$ cat config.mk
export PLATFORM = sky130hd
export DESIGN_NAME = seg7_scan_ctrl
export DESIGN_NICKNAME = d
export VERILOG_FILES = /design/src/rtl/seg7_scan_ctrl.sv
export SDC_FILE = /design/constraint.sdc
export NUM_CORES = 1
export LEC_CHECK = 0
export CAP_MARGIN = 20
export CORE_MARGIN = 8
export CORE_UTILIZATION = 60
export DETAILED_ROUTE_END_ITERATION = 10
export MAX_ROUTING_LAYER = met4
export PLACE_DENSITY = 0.93
export SYNTH_ARGS = -nofsm -noshare
export SYNTH_HDL_FRONTEND = slang
export SYNTH_SLANG_ARGS = --single-unit
$ cat constraint.sdc
create_clock -name clk -period 6.35 [get_ports clk]
set_input_delay 1.27 -clock clk [delete_from_list [all_inputs] [get_ports clk]]
set_output_delay 1.27 -clock clk [all_outputs]
set_load 0.1 [all_outputs]
$ cat src/rtl/seg7_scan_ctrl.sv
// Multiplexed 7-segment scan controller: one shared BCD decoder, blanked slot
// transitions, frame-synchronous shadow update, leading-zero and invalid-code blanking.

module seg7_scan_lane #(
  parameter bit IS_LSD = 1'b0
) (
  input  logic [3:0] code,
  input  logic       upper_zero,
  input  logic       lz_en,
  output logic       valid,
  output logic       supp
);
  assign valid = (code <= 4'd9);
  // the least significant digit always shows, even when the whole value is zero
  assign supp  = lz_en && !IS_LSD && upper_zero && (code == 4'd0);
endmodule

module seg7_scan_ctrl #(
  parameter int NUM_DIGITS   = 4,
  parameter int REFRESH_DIV  = 1000,
  parameter int BLANK_CYCLES = 2
) (
  input  logic                    clk,
  input  logic                    rst,
  input  logic [4*NUM_DIGITS-1:0] bcd_in,
  input  logic [NUM_DIGITS-1:0]   dp_in,
  input  logic                    load,
  input  logic                    lz_en,
  output logic [3:0]              bcd_out,
  output logic [NUM_DIGITS-1:0]   dig_en,
  output logic                    dp_out,
  output logic                    frame_done,
  output logic                    err
);
  localparam int IW   = $clog2(NUM_DIGITS);
  localparam int CMAX = (REFRESH_DIV > BLANK_CYCLES) ? REFRESH_DIV : BLANK_CYCLES;
  localparam int CW   = $clog2(CMAX + 1);

  typedef struct packed {
    logic [NUM_DIGITS-1:0][3:0] code;
    logic [NUM_DIGITS-1:0]      dp;
    logic                       lz;
  } disp_t;

  typedef enum logic {BLANK, SHOW} state_t;

  state_t          state, state_nx;
  logic [IW-1:0]   idx, idx_nx;
  logic [CW-1:0]   cnt, cnt_nx;
  disp_t           shadow, pending, in_req, sh_nx;
  logic            pend_vld;
  logic            blank_entry, show_entry, wrap, sh_upd;
  logic [NUM_DIGITS-1:0] valid, supp, upz;

  assign in_req = {bcd_in, dp_in, lz_en};

  // Lane flags follow the shadow as it will be after this edge, so the
  // outputs registered on the wrap edge already reflect freshly loaded data.
  for (genvar g = 0; g < NUM_DIGITS; g++) begin : g_lane
    if (g == NUM_DIGITS-1) begin : g_top
      assign upz[g] = 1'b1;
    end else begin : g_low
      assign upz[g] = upz[g+1] && (sh_nx.code[g+1] == 4'd0);
    end
    seg7_scan_lane #(.IS_LSD(g == 0)) u_lane (
      .code       (sh_nx.code[g]),
      .upper_zero (upz[g]),
      .lz_en      (sh_nx.lz),
      .valid      (valid[g]),
      .supp       (supp[g])
    );
  end

  always_comb begin
    state_nx    = state;
    idx_nx      = idx;
    cnt_nx      = cnt + 1'b1;
    blank_entry = 1'b0;
    show_entry  = 1'b0;
    unique case (state)
      BLANK: if (cnt == CW'(BLANK_CYCLES-1)) begin
        state_nx   = SHOW;
        cnt_nx     = '0;
        show_entry = 1'b1;
      end
      SHOW: if (cnt == CW'(REFRESH_DIV-1)) begin
        state_nx    = BLANK;
        cnt_nx      = '0;
        blank_entry = 1'b1;
        idx_nx      = (idx == IW'(NUM_DIGITS-1)) ? '0 : idx + 1'b1;
      end
    endcase
    wrap   = blank_entry && (idx == IW'(NUM_DIGITS-1));
    sh_nx  = shadow;
    sh_upd = 1'b0;
    if (wrap && load) begin
      sh_nx  = in_req;
      sh_upd = 1'b1;
    end else if (wrap && pend_vld) begin
      sh_nx  = pending;
      sh_upd = 1'b1;
    end
  end

  always_ff @(posedge clk or posedge rst) begin
    if (rst) begin
      state      <= BLANK;
      idx        <= '0;
      cnt        <= '0;
      shadow     <= '0;
      pending    <= '0;
      pend_vld   <= 1'b0;
      bcd_out    <= '0;
      dig_en     <= '0;
      dp_out     <= 1'b0;
      frame_done <= 1'b0;
      err        <= 1'b0;
    end else begin
      state      <= state_nx;
      idx        <= idx_nx;
      cnt        <= cnt_nx;
      shadow     <= sh_nx;
      frame_done <= wrap;
      if (wrap) begin
        pend_vld <= 1'b0;
      end else if (load) begin
        pending  <= in_req;
        pend_vld <= 1'b1;
      end
      if (blank_entry) begin
        dig_en  <= '0;
        bcd_out <= valid[idx_nx] ? sh_nx.code[idx_nx] : 4'hF;
        dp_out  <= sh_nx.dp[idx_nx] && !supp[idx_nx];
        if (sh_upd && (&valid))
          err <= 1'b0;
        else if (!valid[idx_nx])
          err <= 1'b1;
      end else if (show_entry) begin
        dig_en <= (valid[idx] && !supp[idx]) ? (NUM_DIGITS'(1) << idx) : '0;
      end
    end
  end
endmodule

Word level (Yosys, flattened, before mapping)
Index checks and enable logic that the tools add are counted.
{"block": "totals", "regBits": 67, "input_bits": 24, "output_inout_bits": 11, "word_cells": 93}
{"block": "classes", "add_sub_neg": 2, "magnitude_cmp": 6, "n_eq_ne": 4, "shifts": 1, "n_mux": 36, "bitwise_logic": 2, "reduce_logical": 21}
{"operator": "$mux W21", "n": 2}
{"operator": "$mux W10", "n": 2}
{"operator": "$mux W4", "n": 5}
{"operator": "$pmux W10 S2", "n": 1}
{"operator": "$le A4 B4 Y1 const B", "n": 4}
{"operator": "$mux W1", "n": 16}
{"operator": "$logic_not A4 Y1", "n": 3}
{"operator": "$logic_and A1 B1 Y1", "n": 11}
{"operator": "$add A10 B1 Y10 const B", "n": 1}
{"operator": "$bmux W1 S2", "n": 5}
{"operator": "$eq A10 B1 Y1 const B", "n": 1}
{"operator": "$eq A10 B10 Y1 const B", "n": 1}
{"operator": "$bmux W4 S2", "n": 1}
{"operator": "$lt A2 B3 Y1 const B", "n": 2}
{"operator": "$mux W2", "n": 3}
{"operator": "$reduce_and A2 Y1", "n": 2}
{"operator": "$reduce_and A4 Y1", "n": 1}
{"operator": "$reduce_bool A2 Y1", "n": 2}
{"operator": "$shl A1 B2 Y4 const A", "n": 1}
{"operator": "$add A2 B1 Y2 const B", "n": 1}
{"operator": "$eq A2 B2 Y1 const B", "n": 1}
{"operator": "$logic_not A1 Y1", "n": 2}
{"operator": "$ne A2 B1 Y1 const B", "n": 1}
{"operator": "$not A1 Y1", "n": 2}
{"operator": "$pmux W1 S2", "n": 1}

Logic depth before layout (Yosys ltp)
Gate-level depths: netlist (run 1).
{"block": "logic_depth", "word_depth": 18, "depth_mapped": 13, "mapped_depth_nobuf": 11}

Modules after synthesis
From an unflattened synthesis (run 1), not the netlist that was laid out.
{"block": "unflattened", "cells_unflattened": 355, "hier_area_um2": 3490.8}
{"module": "seg7_scan_ctrl", "n_inst": 1, "cells_per_inst": 343, "area_per_inst_um2": 3422.0, "seq_area_each_um2": 1676.6}
{"module": "seg7_scan_lane (g_lane[1].u_lane ...)", "n_inst": 3, "cells_per_inst": 3, "area_per_inst_um2": 17.5, "seq_area_each_um2": 0.0}
{"module": "seg7_scan_lane (g_lane[0].u_lane)", "n_inst": 1, "cells_per_inst": 3, "area_per_inst_um2": 16.3, "seq_area_each_um2": 0.0}

Worst setup path after synthesis (run 1)
OpenSTA, ideal clock, no wires.
{"block": "synth_path", "path_type": "in2reg", "startpoint": "in load", "endpoint": "reg dig_en[0]", "setup_ns": 0.123, "arrival_time_ns": 3.129, "required_ns": 6.227, "path_slack_ns": 3.098, "stages": 8, "path_buffers": 1, "path_cell_list": "clkbuf_1 -> nor2b_1 -> a32o_1 -> a221oi_1 -> nand4_1 -> or3_1 -> a31o_1 -> a32o_1"}
{"block": "synth_via", "elab_chain_len": 13, "word_cells_on_any_way": 23, "cone_classes": "order compare: 4; mux: 8; reduce/logical: 11"}
{"item": "start: declaration", "line": "27", "text": "input logic load,"}
{"item": "$logic_and A1 B1 Y1 (*)", "line": "96", "text": "if (wrap && load) begin"}
{"item": "$mux W21 (*)", "line": "96"}
{"item": "$logic_not A4 Y1", "line": "15, 63"}
{"item": "$logic_and A1 B1 Y1", "line": "63", "text": "assign upz[g] = upz[g+1] && (sh_nx.code[g+1] == 4'd0);"}
{"item": "$logic_and A1 B1 Y1 (2 in series)", "line": "15", "text": "assign supp = lz_en && !IS_LSD && upper_zero && (code == 4'd0);"}
{"item": "$bmux W1 S2", "line": "139", "text": "dig_en <= (valid[idx] && !supp[idx]) ? (NUM_DIGITS'(1) << idx) : '0;"}
{"item": "$mux W1 (implied by the code)", "line": "139"}
{"item": "$logic_not A1 Y1", "line": "139"}
{"item": "$logic_and A1 B1 Y1 (*)", "line": "139"}
{"item": "$mux W4 (*)", "line": "139"}
{"item": "$mux W4 (*)", "line": "138", "text": "end else if (show_entry) begin"}
{"item": "$mux W4 (*)", "line": "130", "text": "if (blank_entry) begin"}
{"item": "end signal: assignment", "line": "139"}
{"item": "end: declaration", "line": "30", "text": "output logic [NUM_DIGITS-1:0] dig_en,"}
Every way passes the cells marked *; elsewhere a longest branch is shown, timed or not. The select of a mux whose other input is x is not followed.
A chain may end at the register's enable or synchronous reset.

Worst setup path after layout (run 1)
{"block": "layout_path", "startpoint": "in load", "endpoint": "reg dig_en[3]"}
Same word-level chain as after synthesis.

==> results of run 1 <==
[how the worst max path moves through the flow]
stage / startpoint / endpoint / slack (ps) / cells past startpoint
2_1_floorplan: load / dig_en[0]$_DFFE_PP0P_ / 3100 / 8
3_3_place_gp: load / dig_en[1]$_DFFE_PP0P_ / 1850 / 9
3_5_place_dp: load / dig_en[3]$_DFFE_PP0P_ / 1730 / 9
4_1_cts: load / dig_en[3]$_DFFE_PP0P_ / 2080 / 9
5_1_grt: load / dig_en[3]$_DFFE_PP0P_ / 1870 / 9
6_report: load / dig_en[3]$_DFFE_PP0P_ / 2020 / 9
[registers in the layout, summed over array words and instances (netlist names)]
register	count
pending	21
idx	2
err	1
bcd_out	4
state	1
cnt	10
dig_en	4
frame_done	1
shadow	21
dp_out	1
pend_vld	1
[worst register-to-register path, cell delays in order (launching register included)]
cell,delay [ps]
sky130_fd_sc_hd__dfrtp_1,510
sky130_fd_sc_hd__ha_1,290
sky130_fd_sc_hd__and2_1,190
sky130_fd_sc_hd__nand4_4,320
sky130_fd_sc_hd__inv_2,530
sky130_fd_sc_hd__nand2_1,190
sky130_fd_sc_hd__a221oi_2,290
sky130_fd_sc_hd__nand4_2,180
sky130_fd_sc_hd__or3_1,440
sky130_fd_sc_hd__a31o_1,280
sky130_fd_sc_hd__a32o_1,260
[kinds of logic after synthesis]
family,count (synthesis),share of synthesized area (%)
AO/OA/AOI/OAI,81,18.1
XOR/XNOR,7,1.80
adder cells (fa/ha/maj),6,2.21
buffers and inverters,39,5.29
flip-flops,67,49.2
multiplexers,26,8.82
AND/OR/NAND/NOR,93,14.5
[metal layers]
layer	part of all wire, %	track usage [%]
met1	40	21.9
met2	51	32.8
met3	6.8	6.17
met4	2.3	9.82
met5	0	-
[layout by cell type (no fill, tap or decap), types with 4 or more instances in the layout]
cell type and n:
sky130_fd_sc_hd__a21oi_1 14, sky130_fd_sc_hd__a31oi_1 4, sky130_fd_sc_hd__a32o_1 7, sky130_fd_sc_hd__and2_1 4, sky130_fd_sc_hd__clkbuf_8 12, sky130_fd_sc_hd__clkdlybuf4s50_1 34
sky130_fd_sc_hd__dfrtp_1 67, sky130_fd_sc_hd__ha_1 6, sky130_fd_sc_hd__inv_1 21, sky130_fd_sc_hd__mux2_2 22, sky130_fd_sc_hd__nand2_1 20, sky130_fd_sc_hd__nand3_1 12
sky130_fd_sc_hd__nor2_1 32, sky130_fd_sc_hd__o21ai_0 13, sky130_fd_sc_hd__o221ai_1 8, sky130_fd_sc_hd__o22ai_1 7, sky130_fd_sc_hd__o32a_1 4, sky130_fd_sc_hd__xnor2_1 5
[power breakdown]
group	total, mW	switching (mW)	internal [mW]
combinational	0.0579	0.0278	0.0301
clock	0.359	0.151	0.208
sequential	0.451	0.00857	0.442
[layout make-up]
type,count,area [µm²],area share (%)
clock buffers,12,165,4.17
flip-flops and latches,67,1680,42.4
repair buffers,36,355,8.98
well taps,72,90.1,2.28
inverters,23,86.3,2.18
clock inverters,2,35.0,0.886
multi-input cells,213,1550,39.1
[stage by stage]
step / total power, mW / area (µm²) / util [%] / hold WS (ps) / setup slack (ps)
final: 0.868 / 3960 / 71.8 / 499 / 2020
after floorplan: 0.488 / 3400 / - / 470 / 3100
after detailed placement: 0.517 / 3760 / 68.2 / 485 / 1730
after global routing: 0.898 / 3960 / 71.8 / 526 / 1870
after CTS: 0.876 / 3960 / 71.8 / 500 / 2080
after global placement: 0.513 / 3760 / 68.2 / 480 / 1850
==> qor.json, run 1 <==
{
  "die": {
    "die_y_um": 91.3,
    "placement_rows": 27,
    "floorplan.initialDensity_pct": 61.8,
    "die-area_um2": 8340,
    "die_w_um": 91.3,
    "io_pins": 35,
    "floorplan.core_area_um2": 5510
  },
  "timing": {
    "min_period_ps": 4330,
    "timing.max_slew.rel_slack_pct": 34.3,
    "timing.final.setup_violations": 0,
    "timing_worst_slew_pin_value_ps": 983,
    "final.setup.tns_ps": 0,
    "timing.final.hold_violations": 0,
    "slew_viol_final": 0,
    "timing.final.crit_share_pct": 68.2,
    "grt_setup_unrepaired": "false",
    "fmax_mhz": 231,
    "skew_ps": 8.81
  },
  "logic_synthesis": {
    "ys_dominant_reg_cell": "sky130_fd_sc_hd__dfrtp_1",
    "syn_inst": 319,
    "syn_area_um2": 3400,
    "post-synth-top-area-cell": "sky130_fd_sc_hd__dfrtp_1",
    "synth_area_leaders": "sky130_fd_sc_hd__dfrtp_1 49%, sky130_fd_sc_hd__mux2_2 7.3%, sky130_fd_sc_hd__nor2_1 3.5%",
    "synthesized_netlist_net_count": 349,
    "synth_top_area_share_pct": 49.2,
    "synth_seq_cells": 67,
    "proportion_of_synthesized_chip_area_in_sequential_cells_pct": 49.2,
    "synth-warning-count": 0,
    "yosys.cell_count.top_type": "sky130_fd_sc_hd__dfrtp_1",
    "synth_edf_count": 0,
    "ys_types": 57,
    "synthTopCellsByCount": "67 x sky130_fd_sc_hd__dfrtp_1, 32 x sky130_fd_sc_hd__nor2_1, 22 x sky130_fd_sc_hd__inv_1, 22 x sky130_fd_sc_hd__mux2_2, 20 x sky130_fd_sc_hd__nand2_1",
    "synth-async-reset-ratio_pct": 100,
    "avgSynthCellArea_um2": 10.7
  },
  "cts": {
    "cts_inserted_buffers": 9,
    "tritoncts": "done",
    "cts_resized": 0,
    "worst_skew_pair.late_latency_ps": 350,
    "post-cts-setup-buffer-count": 0,
    "clock_tree.root_cell": "sky130_fd_sc_hd__clkbuf_8",
    "clock_input_transition_at_the_sequential_cells_of_the_worst_setup_and_hold_paths_ps": 70,
    "cts_htree_levels": 3,
    "cts.path.max_buffers": 2,
    "postCtsHoldBufs": 0,
    "tritoncts_num_sinks": 67
  },
  "placed_design": {
    "io_buffer_count": 34,
    "detailed_place_hpwl_mm": 5.42,
    "dp_cells": 411,
    "gpl.final_weighted_congestion": 0.872
  },
  "worst_setup_path": {
    "worstSetupStartpointType": "input port",
    "worst_r2r_startpoint": "idx[0]$_DFF_PP0_",
    "timing.critical_path.slowest_stage_cell": "sky130_fd_sc_hd__clkdlybuf4s50_1",
    "worst_reg_to_reg_path_cell_count": 10,
    "critical_path.top_delay_family": "simple AND/OR/NAND/NOR gates",
    "cp_data_arrival_time_ps": 4560,
    "worstPathCellList": "clkdlybuf4s50_1, and3_1, nand4_2, o22a_1, a221oi_2, nand4_2, or3_1, a31o_1, a32o_1",
    "cpMostUsedCell": "sky130_fd_sc_hd__nand4_2",
    "rr_endpoint": "dig_en[3]$_DFFE_PP0P_",
    "criticalPathCategory": "in2reg",
    "slowest_delay_ps": 820,
    "crit_path_max_fanout": 15,
    "timing.critical_path.required_ps": 6580,
    "critical_path.n_buffers_inverters": 1,
    "r2r_setup_slack_ps": 2750,
    "timing.critical_path.to_type": "flip-flop"
  },
  "detailed_routing": {
    "drcViolationCount": 0,
    "drt_iter0_markers": 181,
    "drt-wirelength-per-cell_um": 18.6,
    "route.antenna.remaining_nets": 0,
    "route.vias.total": 2709,
    "first_pass_iters": 5,
    "via_per_inst": 6.37,
    "drt-total-wl_mm": 7.89
  },
  "grt": {
    "grt_first_pass_wirelength_mm": 13.0,
    "pin_count_of_the_biggest_net_entering_global_routing": 68,
    "global_route.overflow_total": 0,
    "antenna_found_initial": 0,
    "gr-usage-all-layers_pct": 20.1,
    "first_global_vias": 2665
  },
  "job": {
    "maxCapViolations": 0
  },
  "power": {
    "cellLeakagePower_nw": 1.83,
    "power-per-cell-area_nw_per_um2": 219,
    "peak_vdd_ir_uv": 198
  },
  "final_layout": {
    "drive_above_1_share_pct": 16.1,
    "filler_cell_count": 374,
    "nNetsFinal": 380,
    "areaGrowthSynthToFinish_pct": 16.2,
    "diodes": 0,
    "stdcell_count": 425
  },
  "min_path": {
    "timing.hold.worst_endpoint": "pending[3]$_DFFE_PP0P_",
    "hp-class": "reg2reg",
    "hold_path.startpoint": "pending[3]$_DFFE_PP0P_",
    "hold_path_depth": 1
  },
  "outcome": {
    "run_status": "finished clean"
  }
}
Power figures use the tool's default switching activity.
==> run 2, diff against run 1 <==
--- a/config.mk
+++ b/config.mk
@@ -7,10 +7,10 @@
 export LEC_CHECK = 0
 export CAP_MARGIN = 20
 export CORE_MARGIN = 8
-export CORE_UTILIZATION = 60
+export CORE_UTILIZATION = 57
 export DETAILED_ROUTE_END_ITERATION = 10
 export MAX_ROUTING_LAYER = met4
-export PLACE_DENSITY = 0.93
+export PLACE_DENSITY = 0.89
 export SYNTH_ARGS = -nofsm -noshare
 export SYNTH_HDL_FRONTEND = slang
 export SYNTH_SLANG_ARGS = --single-unit
==> constraint.sdc (replaced) <==
create_clock -name clk -period 4.55 [get_ports clk]
set_input_delay 0.91 -clock clk [delete_from_list [all_inputs] [get_ports clk]]
set_output_delay 0.91 -clock clk [all_outputs]
set_load 0.1 [all_outputs]
==> run 2 against run 1 <==
  * Power grew 39%
  * Register-to-register slack lost 1600 ps
  * Sequential power is 39% higher
  * Setup slack got worse by 1200 ps
  * Critical path type unchanged
==> qor.json, run 2 (synthesis results as in run 1) <==
{
  "outcome": {
    "run_status": "finished clean"
  },
  "detailed_routing": {
    "drt-total-wl_mm": 8.00,
    "drt-wirelength-per-cell_um": 18.5,
    "route.antenna.remaining_nets": 0,
    "route.vias.total": 2673,
    "drcViolationCount": 0,
    "via_per_inst": 6.19,
    "drt_iter0_markers": 195,
    "first_pass_iters": 5
  },
  "timing": {
    "timing.final.setup_violations": 0,
    "timing.final.hold_violations": 0,
    "final.setup.tns_ps": 0,
    "fmax_mhz": 268,
    "layout_setup_ws_ps": 814,
    "timing.max_slew.rel_slack_pct": 34.7,
    "timing.final.crit_share_pct": 82.1,
    "grt_setup_unrepaired": "false",
    "min_period_ps": 3740,
    "slew_viol_final": 0,
    "timing_worst_slew_pin_value_ps": 976,
    "skew_ps": 6.71
  },
  "final_layout": {
    "most-common-layout-cells": "67 x sky130_fd_sc_hd__dfrtp_1, 34 x sky130_fd_sc_hd__clkdlybuf4s50_1, 32 x sky130_fd_sc_hd__nor2_1",
    "largest_registers": "pending: 21 flops, shadow: 21 flops, cnt: 10 flops",
    "stdcell_count": 432,
    "layout.cells.most_common": "sky130_fd_sc_hd__dfrtp_1",
    "areaGrowthSynthToFinish_pct": 16.8,
    "drive_above_1_share_pct": 17.1,
    "diodes": 0,
    "nNetsFinal": 382
  },
  "worst_setup_path": {
    "worstSetupStartpointType": "input port",
    "timing.critical_path.slowest_stage_cell": "sky130_fd_sc_hd__clkdlybuf4s50_1",
    "critical_path.n_buffers_inverters": 2,
    "timing.critical_path.required_ps": 4780,
    "cp_data_arrival_time_ps": 3970,
    "crit_path_max_fanout": 15,
    "critical_path.top_delay_family": "simple AND/OR/NAND/NOR gates",
    "cpMostUsedCell": "sky130_fd_sc_hd__nand4_2",
    "slowest_delay_ps": 450,
    "worstPathCellList": "clkdlybuf4s50_1, buf_4, and3_1, nand4_2, o22a_1, a221oi_2, nand4_2, or3_1, a31o_1, a32o_1",
    "timing.critical_path.to_type": "flip-flop",
    "criticalPathCategory": "in2reg",
    "r2r_setup_slack_ps": 1180
  },
  "cts": {
    "tritoncts": "done",
    "postCtsHoldBufs": 0,
    "tritoncts_num_sinks": 67,
    "cts.path.max_buffers": 2,
    "clock_input_transition_at_the_sequential_cells_of_the_worst_setup_and_hold_paths_ps": 70,
    "worst_skew_pair.late_latency_ps": 340,
    "cts_resized": 0,
    "post-cts-setup-buffer-count": 0,
    "cts_inserted_buffers": 9,
    "clock_tree.root_cell": "sky130_fd_sc_hd__clkbuf_8",
    "cts_htree_levels": 3
  },
  "die": {
    "floorplan.initialDensity_pct": 58.2,
    "io_pins": 35,
    "placement_rows": 28,
    "die_w_um": 93.3,
    "die-area_um2": 8700,
    "floorplan.core_area_um2": 5850,
    "die_y_um": 93.3
  },
  "grt": {
    "global_route.overflow_total": 0,
    "gr-usage-all-layers_pct": 20.1,
    "first_global_vias": 2677,
    "grt_first_pass_wirelength_mm": 13.4,
    "antenna_found_initial": 0,
    "pin_count_of_the_biggest_net_entering_global_routing": 38
  },
  "placed_design": {
    "dp_worst_setup_slack_ps": 500,
    "detailed_place_hpwl_mm": 5.64,
    "dp_cells": 416,
    "io_buffer_count": 34,
    "gpl.final_weighted_congestion": 0.913
  },
  "power": {
    "power-per-cell-area_nw_per_um2": 304,
    "finalPower_mw": 1.21,
    "peak_vdd_ir_uv": 219,
    "cellLeakagePower_nw": 1.83
  },
  "job": {
    "maxCapViolations": 0
  },
  "min_path": {
    "hp-class": "reg2reg"
  }
}
-- run 2: routing by layer --
| layer | up-vias | GRT usage, % | wire (µm) |
|---|---|---|---|
| met2 | 83 | 32.4 | 4040 |
| li1 | 1237 | - | - |
| met4 | 0 | 9.93 | 191 |
| met3 | 16 | 4.65 | 474 |
| met5 | - | - | 0 |
| met1 | 1337 | 23.1 | 3290 |
-- run 2: final timing paths --
path	start	endpoint	cells past startpoint
hold reg to reg	pending[3]$_DFFE_PP0P_	pending[3]$_DFFE_PP0P_	1
min in group asynchronous	rst	pending[17]$_DFFE_PP0P_	2
max in group asynchronous	rst	shadow[18]$_DFF_PP0_	3
setup reg to reg	idx[0]$_DFF_PP0_	dig_en[0]$_DFFE_PP0P_	10
setup / recovery	load	dig_en[0]$_DFFE_PP0P_	10
hold / removal	pending[3]$_DFFE_PP0P_	pending[3]$_DFFE_PP0P_	1
-- run 2: worst register-to-register path, delay by kind of cell, from the launching register on --
| kind | cells | cell delay, ps |
|---|---|---|
| AO/OA/AOI/OAI | 4 | 1320 |
| AND/OR/NAND/NOR | 4 | 930 |
| flip-flops | 1 | 500 |
| adder cells (fa/ha/maj) | 1 | 300 |
| buffers and inverters | 1 | 230 |
-- run 2: power breakdown --
part	leakage (nW)	internal, mW	switching (mW)
clock network	0.0987	0.268	0.232
registers	0.812	0.617	0.0119
logic	0.923	0.0426	0.0378
-- run 2: per-stage QoR --
step | utilization (%) | instance area, µm² | hold WS, ps
finish | 68.0 | 3980 | 498
global route | 68.0 | 3980 | 522
CTS | 68.0 | 3980 | 502
detailed placement | 64.5 | 3770 | 484
global placement | 64.5 | 3770 | 482
floorplan | - | 3400 | 470
-- run 2: cell type report --
class	instances	area (µm²)
repair buffers	38	370
flip-flops and latches	67	1680
clock inverters	6	63.8
well taps	75	93.8
fillers	413	1870
clock buffers	10	138
inverters	23	86.3
multi-input cells	213	1550
